$ cat config.mk
export PLATFORM = sky130hd
export DESIGN_NAME = duty_ramp
export DESIGN_NICKNAME = d
export VERILOG_FILES = /design/src/rtl/duty_ramp_pkg.sv /design/src/rtl/step_timer.sv /design/src/rtl/duty_ramp.sv
export SDC_FILE = /design/constraint.sdc
export NUM_CORES = 1
export LEC_CHECK = 0
export ABC_AREA = 0
export BUFFER_PORTS_ARGS = -buffer_cell sky130_fd_sc_hd__buf_2
export CAP_MARGIN = 40
export CORE_AREA = 2 2 68 70
export CTS_CLUSTER_SIZE = 12
export DETAILED_ROUTE_END_ITERATION = 10
export DIE_AREA = 0 0 70 72
export PLACE_DENSITY = 0.77
export SLEW_MARGIN = 20
export SYNTH_ARGS = -nofsm -noshare
export SYNTH_HDL_FRONTEND = slang
export SYNTH_HIERARCHICAL = 1
export SYNTH_SLANG_ARGS = --single-unit
$ cat constraint.sdc
create_clock -name clk -period 3.09 [get_ports clk]
set_input_delay 0.618 -clock clk [delete_from_list [all_inputs] [get_ports clk]]
set_output_delay 0.618 -clock clk [all_outputs]
set_load 0.01 [all_outputs]
$ cat src/rtl/duty_ramp_pkg.sv
// Shared types and default constants for the duty_ramp soft-start controller.
package duty_ramp_pkg;

    localparam int DUTY_W        = 8;
    localparam int STEP_DIV_DEF  = 256;
    localparam int STEP_SIZE_DEF = 1;
    localparam int MAX_DUTY_DEF  = 240;

    typedef enum logic [1:0] {
        IDLE      = 2'd0,
        RAMP_UP   = 2'd1,
        RAMP_DOWN = 2'd2
    } state_t;

endpackage

$ cat src/rtl/step_timer.sv
// Free-running divider that pulses tick once every DIV enabled cycles.
module step_timer
    import duty_ramp_pkg::*;
#(
    parameter int DIV = STEP_DIV_DEF
) (
    input  logic clk,
    input  logic rst,
    input  logic en,
    input  logic clr,
    output logic tick
);

    localparam int CW = (DIV > 1) ? $clog2(DIV) : 1;
    localparam logic [CW-1:0] LAST = CW'(DIV - 1);

    logic [CW-1:0] cnt_q, cnt_d;

    always_comb begin
        // A clear on the same cycle suppresses the tick so a restart is always a full period.
        tick  = en && !clr && (cnt_q == LAST);
        cnt_d = cnt_q;
        if (clr || tick) begin
            cnt_d = '0;
        end else if (en) begin
            cnt_d = cnt_q + 1'b1;
        end
    end

    always_ff @(posedge clk) begin
        if (rst) begin
            cnt_q <= '0;
        end else begin
            cnt_q <= cnt_d;
        end
    end

endmodule

$ cat src/rtl/duty_ramp.sv
// PWM duty soft-start/soft-stop ramp with abort. Define DUTY_RAMP_CLAMP_EN to
// clamp accepted targets to MAX_DUTY.
module duty_ramp
    import duty_ramp_pkg::*;
#(
    parameter int STEP_DIV  = STEP_DIV_DEF,
    parameter int STEP_SIZE = STEP_SIZE_DEF,
    parameter int MAX_DUTY  = MAX_DUTY_DEF
) (
    input  logic              clk,
    input  logic              rst,
    input  logic [DUTY_W-1:0] target_duty,
    input  logic              target_valid,
    output logic              target_ready,
    input  logic              abort,
    output logic [DUTY_W-1:0] duty_cycle,
    output logic              busy,
    output logic              done
);

    if (STEP_DIV < 2 || STEP_DIV > 65535 || STEP_SIZE < 1 || STEP_SIZE > 255 ||
        MAX_DUTY < 0 || MAX_DUTY > 255) begin : g_bad_param
        $error("duty_ramp: parameter out of range");
    end

    localparam logic [DUTY_W:0] STEP9 = (DUTY_W+1)'(STEP_SIZE);

    state_t              state_q, state_d;
    logic [DUTY_W-1:0]   duty_q, duty_d;
    logic [DUTY_W-1:0]   tgt_q, tgt_d;
    logic                done_q, done_d;
    logic [DUTY_W-1:0]   eff_tgt;
    logic                accept, tick, tmr_clr;
    logic [DUTY_W:0]     up_sum;
    logic signed [DUTY_W:0] dn_diff;

`ifdef DUTY_RAMP_CLAMP_EN
    localparam logic [DUTY_W-1:0] MAX_D = DUTY_W'(MAX_DUTY);
    assign eff_tgt = (target_duty > MAX_D) ? MAX_D : target_duty;
`else
    assign eff_tgt = target_duty;
`endif

    // Extra bit keeps the step compare free of wrap in both directions.
    assign up_sum  = {1'b0, duty_q} + STEP9;
    assign dn_diff = $signed({1'b0, duty_q}) - $signed(STEP9);

    step_timer #(.DIV(STEP_DIV)) u_step_timer (
        .clk  (clk),
        .rst  (rst),
        .en   (busy),
        .clr  (tmr_clr),
        .tick (tick)
    );

    always_ff @(posedge clk) begin
        if (rst) begin
            state_q <= IDLE;
            duty_q  <= '0;
            tgt_q   <= '0;
            done_q  <= 1'b0;
        end else begin
            state_q <= state_d;
            duty_q  <= duty_d;
            tgt_q   <= tgt_d;
            done_q  <= done_d;
        end
    end

    always_comb begin
        state_d = state_q;
        duty_d  = duty_q;
        tgt_d   = tgt_q;
        done_d  = 1'b0;
        if (abort) begin
            tgt_d   = '0;
            state_d = (duty_q == '0) ? IDLE : RAMP_DOWN;
        end else begin
            case (state_q)
                IDLE: begin
                    if (accept) begin
                        tgt_d = eff_tgt;
                        if (eff_tgt > duty_q)      state_d = RAMP_UP;
                        else if (eff_tgt < duty_q) state_d = RAMP_DOWN;
                        else                       done_d  = 1'b1;
                    end
                end
                RAMP_UP: begin
                    if (tick) begin
                        if (up_sum >= {1'b0, tgt_q}) begin
                            duty_d  = tgt_q;
                            state_d = IDLE;
                            done_d  = 1'b1;
                        end else begin
                            duty_d = up_sum[DUTY_W-1:0];
                        end
                    end
                end
                RAMP_DOWN: begin
                    if (tick) begin
                        if (dn_diff <= $signed({1'b0, tgt_q})) begin
                            duty_d  = tgt_q;
                            state_d = IDLE;
                            done_d  = 1'b1;
                        end else begin
                            duty_d = dn_diff[DUTY_W-1:0];
                        end
                    end
                end
                default: state_d = IDLE;
            endcase
        end
    end

    always_comb begin
        busy         = (state_q == RAMP_UP) || (state_q == RAMP_DOWN);
        target_ready = (state_q == IDLE) && !abort;
        accept       = target_valid && target_ready;
        tmr_clr      = accept || abort;
        duty_cycle   = duty_q;
        done         = done_q;
    end

endmodule

# Word level (Yosys, flattened, before mapping)
# Index checks and enable logic that the tools add are counted.
[totals]
reg_bits = 27
latchBits = 0
ramBits = 0
romBits = 0
inputBits = 12
output_inout_bits = 11
wordCells = 64
n_memories = 0
[op_classes]
n_addsub = 3
mul = 0
n_div = 0
n_lt_le_gt_ge = 4
eq_ne = 11
shift = 0
mux = 23
bitwise_logic = 1
reduce_logical = 17
[ops]
columns = ["operator", "n"]
rows = [
  ["$mux W8", 4],
  ["$mux W2", 9],
  ["$pmux W8 S2", 1],
  ["$ne A3 B3 Y1 const B", 5],
  ["$add A8 B1 Y9 const B", 1],
  ["$ge A9 B8 Y1", 1],
  ["$le A9 B9 Y1", 1],
  ["$sub A8 B1 Y9 const B", 1],
  ["$add A8 B1 Y8 const B", 1],
  ["$eq A8 B8 Y1 const B", 1],
  ["$gt A8 B8 Y1", 1],
  ["$logic_not A8 Y1", 1],
  ["$lt A8 B8 Y1", 1],
  ["$mux W1", 7],
  ["$pmux W2 S3", 1],
  ["$reduce_and A6 Y1", 1],
  ["$logic_and A1 B1 Y1", 4],
  ["$ne A2 B2 Y1 const B", 2],
  ["$ne A4 B4 Y1 const B", 1],
  ["$reduce_and A4 Y1", 1],
  ["$reduce_or A2 Y1", 2],
  ["$logic_or A1 B1 Y1", 3],
  ["$pmux W1 S3", 1],
  ["$eq A2 B1 Y1 const B", 1],
  ["6 further kinds", 7],
]

# Longest topological paths before layout
[depth]
depth_word = 10
depth_mapped = 13
mapped_depth_nobuf = 12

# Hierarchy
# Netlist, hierarchy kept.
[modules_own_cells]
columns = ["module", "instances", "cells_each", "area_each_um2"]
rows = [
  ["duty_ramp", 1, 229, 1860.5],
  ["step_timer", 1, 44, 386.6],
]

# Worst setup path before layout
# Ideal clock, no wire load.
[synth_timing]
path_type = "register to register"
from = "register duty_q[0] (netlist: duty_cycle[0])"
to = "register duty_q[1] (netlist: duty_cycle[1])"
setup_time_ns = 0.086
arrival_time_ns = 2.903
t_required_ns = 3.004
slack_ns = 0.101
path_stages_with_launch = 13
n_path_buf = 1
synth_period_minus_slack_ns = 2.989
path_cell_list = "dfxtp_1 > ha_1 > nand3_1 > nor3_1 > xnor2_1 > ha_1 > a21o_1 > a221o_1 > a211oi_4 > and2_1 > buf_6 > a21oi_1 > a221oi_2"
[synth_between]
elab_chain_cells = 5
word_cells_on_any_way = 9
classes_between = "2 x add/sub; 2 x order compare; 5 x mux"
[synth_lines]
columns = ["element", "line_no", "rtl"]
rows = [
  ["start: declaration", "duty_ramp.sv:29", "logic [DUTY_W-1:0] duty_q, duty_d;"],
  ["start signal: assignment", "duty_ramp.sv:64", "duty_q <= duty_d;"],
  ["$sub A8 B1 Y9 or $add A8 B1 Y9 (tied branches)", "duty_ramp.sv:46, duty_ramp.sv:45", ""],
  ["$le A9 B9 Y1 or $ge A9 B8 Y1 (tied branches)", "duty_ramp.sv:101, duty_ramp.sv:90", ""],
  ["$mux W8 (on tied branches)", "duty_ramp.sv:101, duty_ramp.sv:90", ""],
  ["$mux W8 (on tied branches)", "duty_ramp.sv:100, duty_ramp.sv:89", ""],
  ["$pmux W8 S2 *", "duty_ramp.sv:79", "case (state_q)"],
]
# Mark *: on every way between the ends. The rest lies on a longest branch, timed or not. The select of a mux whose other input is x is not followed.
# A chain may end at the register's enable or synchronous reset.

# Worst setup path in the final report
[layout_timing]
from = "register duty_q[3] (netlist: duty_cycle[3])"
to = "register duty_q[5] (netlist: duty_cycle[5])"
# The elaborated chain is that of the path after synthesis.

==> impl_results.md <==
* Via/cell ratio at 6.34
* Hold Vio Cnt, Final at 0
* Initial Util at 0.527
* Clock skew at 0.00237 ns
* Vias at 2320
* Design Area, Final at 2650 µm²
* Initial antenna violation count at 0
* Final setup fails at 0
* Fraction of registers with async set/reset at 0
* Setup TNS at 0 ns
* Crit share post-route at 0.994
* Crit path kind: flop to flop
* Chip height at 72 µm
* CP Data Arrival Time at 3.27 ns
* CP max FO at 5
* Sequential cell fraction of total power at 0.167
* Num CTS Buffers at 3
* Setup crit start kind: flop
* Num ports at 23
* Max-Cap Viols at 0
* Metal2 WL at 2.92 mm
* Min Hold Slack at 0.475 ns
* Seq. cell area at 546 µm²
* TritonCTS clock tree: yes
* Share of cells above drive strength 1 at 0.245
* Multi-input gate area at 1600 µm²
* Distinct cells, synth at 53
* Hold path depth at 2
* PortBufs at 22
* Global-route wire length before repair at 9.66 mm
* Diodes inserted at 0
* Gr ovfl total at 0
* Post-synthesis cell area at 2250 µm²
* Critical Path End Type: flop
* Status: finished clean
* Critical Path RT at 3.28 ns
* Hold WC Path Type: flop to flop
* Wire per inst at 17.5 µm
* Int Power at 1390 µW
* Die width at 70 µm
* Placeable Area at 4260 µm²
* Met3 Wirelength at 533 µm
* Clock share of power at 0.078
* Hold Buf Count CTS at 0
* Rel. slew slack at 0.589
* Post-layout min period at 3.07 ns
* Clock Path Buffers at 2
* Pleak at 0.00107 µW
* Die Area at 5040 µm²
* M1 WL at 2.74 mm
* Vias in the first global route at 2089
* Routed wire length at 6.42 mm
* PD cells at 1050 nW/µm²
* Sinks on the clock net at 27
* Final Total Pwr at 2770 µW
* Synth Area per Inst at 8.23 µm²
* EDFF count, synth at 0
* Nets at 358
* Core Util, Final at 0.620
* Detailed placement HPWL at 4.68 mm
* Worst Tran Pin Value at 0.608 ns
* Sw Share at 0.498
* H-tree levels at 1
* Worst r2r path cells at 12
* Sequential area share after synthesis at 0.241
* Root Buffer: clkbuf_8
* Logic gate share of total power at 0.756
* 1st-pass router iterations at 5
* # DRC at 0
* Largest net degree at the start of global routing at 17
* Clk pin slew, worst setup/hold paths at 0.10 ns
* Maximum operating frequency at 325 MHz
* Rows at 24
* Fillers at 376
* Pins Over Slew Limit at 0
* Post-synth top flop: dfxtp_1
* Seq cells post-synth at 27
* Net Count, Synth at 316
* Post-DP Area at 2520 µm²
* RD Place Congestion at 1.00
* Max layer used: met4
* Synth warnings at 6
* Gr usage total at 0.236
* Maximum vdd ir drop at 0.479 mV
* Sw power at 1380 µW
* Initial detailed-routing violation count at 162
* Final ANT Viol Nets at 0
* Clock Latency Late Sink at 0.28 ns
* Syn-to-layout area delta at 17.7%
* Syn Inst Count at 273
==> cells in the final DEF, fill, tap and decap left out, types with 2 or more instances in the layout <==
master	instances
ha_1	31
inv_1	27
nand2_1	24
buf_2	23
dfxtp_1	23
buf_4	23
nand3_1	19
a21oi_1	17
nor2_1	12
xnor2_1	12
o21ai_0	12
a211oi_1	7
nand4_1	6
a221oi_2	6
xor2_1	4
nor2b_1	4
a31oi_1	4
dfxtp_2	4
nor3_1	3
nor4_1	3
a21o_1	3
o221ai_1	3
or3_1	3
clkbuf_8	3
nand2b_1	2
or2_2	2
o211ai_1	2
o31ai_1	2
==> metal layers <==
metal	track usage	vias to the layer above
met5	0	-
met2	0.384	121
met3	0.0264	32
met1	0.326	1079
li1	-	1088
met4	0.0855	0
==> power groups by stage <==
stage          combinational, µW  sequential [µW]  clock (µW)
6_report                    2090              462         215
5_1_grt                     2230              467         227
4_1_cts                     1810              454         217
3_5_place_dp                1800              461           0
3_3_place_gp                1760              458           0
2_1_floorplan               1280              466           0
==> critical path, stage by stage (launching register included) <==
cell and delay (ns):
dfxtp_1 0.44, nand2_1 0.16, nor2_1 0.20, nand3_1 0.13, xnor2_1 0.23, ha_1 0.29
and3_4 0.19, a221o_1 0.38, a211oi_4 0.30, and2_1 0.23, buf_4 0.15, a221oi_2 0.06
a211oi_1 0.24
==> cell families after synthesis <==
group / share of synthesized area
flip-flops: 0.241
AO/OA/AOI/OAI: 0.233
buffers and inverters: 0.0707
multiplexers: 0.00947
XOR/XNOR: 0.0624
AND/OR/NAND/NOR: 0.211
adder cells (fa/ha/maj): 0.173
==> sequential cells by signal, indices dropped and copies added, names as in the netlist <==
name	count
done	1
duty_cycle	8
state_q	2
tgt_q	8
u_step_timer/cnt_q	8
==> stage by stage <==
stage	instances	setup slack, ns
floorplan	273	0.101
global placement	358	0.134
detailed placement	358	0.0638
CTS	362	0.0323
global route	366	-0.0972
finish	366	0.0173
==> layout make-up <==
type,count,share of cell area
Clock inverter,1,0.00284
Timing Repair Buffer,46,0.109
Sequential cell,27,0.206
Multi-Input combinational cell,210,0.604
Tap cell,52,0.0246
Inverter,27,0.0383
Clock buffer,3,0.0156
==> path summary, 6_finish.rpt <==
path                 startpoint             to  slack, ns
hold reg to reg        tgt_q[7]       tgt_q[7]       0.48
setup reg to reg  duty_cycle[3]  duty_cycle[5]       0.02
hold / removal         tgt_q[7]       tgt_q[7]       0.48
setup / recovery  duty_cycle[3]  duty_cycle[5]       0.02
==> synth_stat cells (4+ instances only) <==
cell type | number | area share
ha_1 | 31 | 0.17
dfxtp_1 | 27 | 0.24
inv_1 | 27 | 0.045
nand2_1 | 24 | 0.040
nand3_1 | 19 | 0.042
a21oi_1 | 17 | 0.038
nor2_1 | 13 | 0.022
o21ai_0 | 12 | 0.027
xnor2_1 | 12 | 0.047
a211oi_1 | 8 | 0.027
nand4_1 | 6 | 0.017
a221oi_2 | 5 | 0.033
clkbuf_1 | 5 | 0.0084
a31oi_1 | 4 | 0.011
nor2b_1 | 4 | 0.011
nor4_1 | 4 | 0.011
xor2_1 | 4 | 0.016
==> repair_timing <==
item                       CTS  global route
buffers inserted             0             2
setup endpoints to repair    0            11
resized for setup            0            12
Note: power is estimated with default switching activity, not from simulation.
